File: src/rtl/instr_fetch_unit.sv
// Fetch stage: owns the PC, keeps one program-memory read in flight and hands each instruction to execute over valid/ready.
// Define IFU_PERF_CNT_EN to add the fetch_count / discard_count performance counters.
module instr_fetch_unit #(
  parameter int              PC_W        = 16,
  parameter logic [PC_W-1:0] RESET_PC    = '0,
  parameter logic [4:0]      HALT_OPCODE = 5'd27
) (
  input  logic            clk,
  input  logic            sys_rst_n,
  output logic            mem_req,
  output logic [PC_W-1:0] mem_addr,
  input  logic            mem_rvalid,
  input  logic [31:0]     mem_rdata,
  output logic            ir_valid,
  input  logic            ir_ready,
  output logic [31:0]     ir_data,
  output logic [PC_W-1:0] ir_pc,
  input  logic            jmp_en,
  input  logic [PC_W-1:0] jmp_addr,
  input  logic            resume,
  output logic            halted
`ifdef IFU_PERF_CNT_EN
  ,
  output logic [31:0]     fetch_count,
  output logic [15:0]     discard_count
`endif
);

  localparam logic [PC_W-1:0] PC_ONE = 1;

  typedef enum logic [1:0] {
    ST_FETCH,
    ST_WAIT,
    ST_HOLD,
    ST_HALTED
  } state_t;

  state_t          state;
  logic [PC_W-1:0] pc;
  logic            discard;

  logic            handshake;
  logic            is_halt;
  logic [PC_W-1:0] redirect_pc;
  logic [PC_W-1:0] accept_pc;

  always_comb begin
    handshake   = ir_valid && ir_ready;
    is_halt     = (ir_data[31:27] == HALT_OPCODE);
    redirect_pc = jmp_en ? jmp_addr : pc;
    accept_pc   = jmp_en ? jmp_addr : (pc + PC_ONE);
  end

  // mem_req is high exactly during FETCH cycles, so every transition into
  // FETCH also loads the request and its address. The only FETCH cycle without
  // a request is the first one after reset, which just arms it.
  always_ff @(posedge clk) begin
    if (!sys_rst_n) begin
      state    <= ST_FETCH;
      pc       <= RESET_PC;
      discard  <= 1'b0;
      mem_req  <= 1'b0;
      mem_addr <= RESET_PC;
      ir_valid <= 1'b0;
      ir_data  <= '0;
      ir_pc    <= RESET_PC;
      halted   <= 1'b0;
    end else begin
      mem_req <= 1'b0;
      if (jmp_en) pc <= jmp_addr;

      case (state)
        ST_FETCH: begin
          if (mem_req) begin
            state   <= ST_WAIT;
            discard <= jmp_en;
          end else begin
            mem_req  <= 1'b1;
            mem_addr <= redirect_pc;
          end
        end

        ST_WAIT: begin
          if (mem_rvalid) begin
            if (discard || jmp_en) begin
              discard  <= 1'b0;
              state    <= ST_FETCH;
              mem_req  <= 1'b1;
              mem_addr <= redirect_pc;
            end else begin
              ir_data  <= mem_rdata;
              ir_pc    <= pc;
              ir_valid <= 1'b1;
              state    <= ST_HOLD;
            end
          end else if (jmp_en) begin
            discard <= 1'b1;
          end
        end

        ST_HOLD: begin
          if (handshake) begin
            ir_valid <= 1'b0;
            pc       <= accept_pc;
            if (is_halt) begin
              halted <= 1'b1;
              state  <= ST_HALTED;
            end else begin
              state    <= ST_FETCH;
              mem_req  <= 1'b1;
              mem_addr <= accept_pc;
            end
          end else if (jmp_en) begin
            ir_valid <= 1'b0;
            state    <= ST_FETCH;
            mem_req  <= 1'b1;
            mem_addr <= jmp_addr;
          end
        end

        ST_HALTED: begin
          if (resume) begin
            halted   <= 1'b0;
            state    <= ST_FETCH;
            mem_req  <= 1'b1;
            mem_addr <= redirect_pc;
          end
        end

        default: state <= ST_FETCH;
      endcase
    end
  end

`ifdef IFU_PERF_CNT_EN
  logic drop_evt;

  // A drop is a response thrown away in WAIT or an unaccepted instruction flushed from HOLD.
  always_comb begin
    drop_evt = 1'b0;
    if (state == ST_WAIT && mem_rvalid && (discard || jmp_en)) drop_evt = 1'b1;
    if (state == ST_HOLD && jmp_en && !handshake) drop_evt = 1'b1;
  end

  always_ff @(posedge clk) begin
    if (!sys_rst_n) begin
      fetch_count   <= '0;
      discard_count <= '0;
    end else begin
      if (handshake && fetch_count != 32'hFFFF_FFFF) fetch_count <= fetch_count + 32'd1;
      if (drop_evt && discard_count != 16'hFFFF) discard_count <= discard_count + 16'd1;
    end
  end
`endif

endmodule

File: config.mk
export PLATFORM = sky130hd
export DESIGN_NAME = instr_fetch_unit
export DESIGN_NICKNAME = d
export VERILOG_FILES = /design/src/rtl/instr_fetch_unit.sv
export SDC_FILE = /design/constraint.sdc
export NUM_CORES = 1
export LEC_CHECK = 0
export CORE_UTILIZATION = 51
export DETAILED_ROUTE_END_ITERATION = 7
export GPL_TIMING_DRIVEN = 0
export PLACE_DENSITY = 0.86
export SYNTH_ARGS = -nofsm -noshare
export SYNTH_HDL_FRONTEND = slang
export SYNTH_SLANG_ARGS = --single-unit
File: constraint.sdc
create_clock -name clk -period 3.5 [get_ports clk]
set_input_delay 0.35 -clock clk [delete_from_list [all_inputs] [get_ports clk]]
set_output_delay 0.35 -clock clk [all_outputs]
set_load 0.03 [all_outputs]
==> metrics.txt <==
total overflow reported by the global router 0; number of different library cells in the post-synthesis netlist 59; power after layout 2290 µW; FF-to-FF End mem_addr[10]$_SDFFE_PN0P_; final net count 687; worst slew margin relative to its limit 0.374; minimum setup slack after placement 0.896 ns; Final Worst Setup Slack 1.23 ns; share of the cycle needed by the critical path after routing 0.649; weighted congestion at the end of routability-driven global placement 0.885; Worst path slowest cell dfxtp_1; Syn Inst Count 501; root buffer selected by CTS clkbuf_8; I/O Buffers 120; sort of element at the end of the critical path flip-flop; clk_skew 0.00626 ns; Worst-Skew Late Latency 0.36 ns; hold-fix buffers at CTS 0; floorplan row count 32; leak pwr 0.00194 µW; count of antenna-violating nets left after detailed routing 0; largest driver fanout on the critical path 10; final wirelength 11700 µm; largest voltage drop on the vdd net 0.343 mV; top post-synthesis cells by count nand2_1 (122), dfxtp_1 (86), a21oi_1 (73), clkbuf_1 (22); DRC viols 0; final number of max-transition violations 0; largest family of logic cells by synthesized area simple AND/OR/NAND/NOR gates; Clock H-tree levels 3; number of violations of the max-capacitance limit 0; final HPWL from detailed placement 8730 µm; clock slew seen by the registers of the worst setup and hold paths 0.09 ns; endpoint of the most critical setup path mem_addr[10]$_SDFFE_PN0P_; horizontal extent of the die 90.8 µm; kind of critical path flip-flop to flip-flop; Final Critical Period 2.27 ns; Synth Area in Adders 0.00311; launch point of the worst reg-to-reg path pc[0]$_SDFF_PN0_; via count of the first global-routing pass 3967; worst-margin pin slew 0.930 ns; Die Area 8240 µm²; clock tree from TritonCTS yes; Critical path origin pc[0]$_SDFF_PN0_; number of antenna violations at the first check in global routing 0; routed wirelength normalized by instance count 15.9 µm; count of warnings emitted by yosys 0; sequential area share after synthesis 0.428; EDFF count, synth 0; Required @ worst endpoint 3.72 ns; Core ar. 7690 µm²; compound-gate portion of the synthesized area 0.227; share of synthesized flip-flops with an asynchronous set or reset 0; share of synthesized cell area in and, or, nand and nor gates 0.228; global-route wire length before repair 18700 µm; data arrival time of the critical path 2.49 ns; fraction of synthesized cell area taken by the top area cell type 0.428; number of instances resized during post-cts repair 0; Sink Count 86; Max Freq 440 MHz; post-synth net total 556; height of the die 90.8 µm; Yosys reg bits 86; cell-by-cell listing of the critical path ha_1 > nand3_1 > clkbuf_1 > nor3_1 > xor2_1 > a222oi_1 > a211oi_2; startpoint type of the worst setup path flip-flop; mux cell area share after synthesis 0.00778; Via Count 4165; parity-gate share of the synthesized area counting xor and xnor cells 0.0436; maximum cell stage delay along the critical path 0.51 ns; fraction of layout cells with a size suffix above 1 0.0865; dominant register cell in the synthesized netlist dfxtp_1; Detailed Routing Iterations Pass 1 5; post-CTS setup buffer count 0; Area growth syn-to-layout 37.9%; cell area after technology mapping 4020 µm²; leading post-synthesis cells by cell area dfxtp_1 (43%), nand2_1 (11%), a21oi_1 (9.1%); initial core utilization 0.523; run status complete, no violations; final non-filler cell area 5540 µm²; total setup violations reported at the end of the flow 0; most frequent cell after synthesis nand2_1; total negative setup slack 0 ns; number of vias per cell 5.64; Util after Layout 0.721; RSZ-0062 raised after global routing no; placed inst area 5350 µm²; total power density per cell area 413 nW/µm²; hold crit path type flip-flop to flip-flop; all-layer global routing usage 0.283; Worst R2R Setup Slack 1.23 ns; hold violation total from the final report 0; library cell occupying the most area in the post-synthesis netlist dfxtp_1; worst-case clock buffer depth 2; average cell area after synthesis 8.02 µm²; Reg2Reg Depth 7; Initial DRC Count 337; I/O pin count 121; TritonCTS Buffers 9; ANT cells 0; pin count of the biggest net entering global routing 16
## worst min path at each step
stage	startpoint	endpoint	slack, ns	cells after the start
2_1_floorplan	pc[12]$_SDFF_PN0_	ir_pc[12]$_SDFFE_PN0P_	0.47	2
3_3_place_gp	ir_data[18]$_SDFFE_PN0P_	ir_data[18]$_SDFFE_PN0P_	0.44	2
3_5_place_dp	ir_data[0]$_SDFFE_PN0P_	ir_data[0]$_SDFFE_PN0P_	0.45	2
4_1_cts	ir_data[0]$_SDFFE_PN0P_	ir_data[0]$_SDFFE_PN0P_	0.46	2
5_1_grt	ir_data[2]$_SDFFE_PN0P_	ir_data[2]$_SDFFE_PN0P_	0.48	2
6_report	ir_data[2]$_SDFFE_PN0P_	ir_data[2]$_SDFFE_PN0P_	0.46	2
## cell type report
type | count | area [µm²]
timing repair buffer | 120 | 1200
tap | 102 | 128
buffer | 43 | 216
fill | 631 | 2140
inverter | 9 | 33.8
multi-input combinational | 363 | 2050
sequential | 86 | 1720
clock inverter | 6 | 71.3
clock buffer | 9 | 124
## state kept, by name, indices dropped and copies added, names as in the netlist
register,cells
state,2
mem_addr,16
ir_pc,16
pc,16
discard,1
halted,1
ir_valid,1
mem_req,1
ir_data,32
## per-layer routing
| metal | share of wire | track usage | vias to the layer above | wire (µm) |
|---|---|---|---|---|
| met5 | 0 | 0 | - | 0 |
| met2 | 0.49 | 0.482 | 161 | 5750 |
| met4 | 0.027 | 0.130 | 0 | 319 |
| met3 | 0.064 | 0.0564 | 31 | 752 |
| li1 | - | - | 2005 | - |
| met1 | 0.42 | 0.341 | 1968 | 4920 |
## where the power goes
group          leakage [µW]  switching [µW]  internal (µW)
Clock             0.0000919             379            331
Sequential         0.000702            39.6           1030
Combinational       0.00115             274            230
## metrics by stage
step	instances	hold WS, ns
5_1_grt	738	0.477
2_1_floorplan	501	0.470
3_5_place_dp	723	0.447
6_report	738	0.458
4_1_cts	738	0.460
3_3_place_gp	723	0.442
## logic make-up (layout without fill, tap and decap cells)
group,after synthesis,after routing
AOI/OAI and AO/OA,141,141
xor gates and xnor gates,20,20
adders and majority gates,1,1
buffers and inverters,52,187
DFF,86,86
muxes,3,3
and+or+nand+nor,198,198
## layout by cell type (no fill, tap or decap), types with 8 or more instances in the layout
| master | synthesis | final |
|---|---|---|
| a21oi_1 | 73 | 73 |
| buf_2 | 13 | 13 |
| clkbuf_1 | 22 | 22 |
| clkbuf_8 | 0 | 9 |
| clkdlybuf4s50_1 | 0 | 120 |
| dfxtp_1 | 86 | 86 |
| nand2_1 | 122 | 122 |
| nand3_1 | 13 | 13 |
| nor2_1 | 17 | 17 |
| nor3_1 | 10 | 10 |
| o21ai_0 | 17 | 17 |
| xnor2_1 | 12 | 12 |
| xor2_1 | 8 | 8 |
## worst max-delay path, delay by kind of cell (launching register included)
kind | cells | cell delay (ns)
simple gates | 2 | 0.38
buf+inv | 1 | 0.27
fa+ha+maj | 1 | 0.27
compound gates | 2 | 0.61
flops | 1 | 0.51
xor+xnor | 1 | 0.10
No activity file was read; power rests on OpenSTA's default activity.
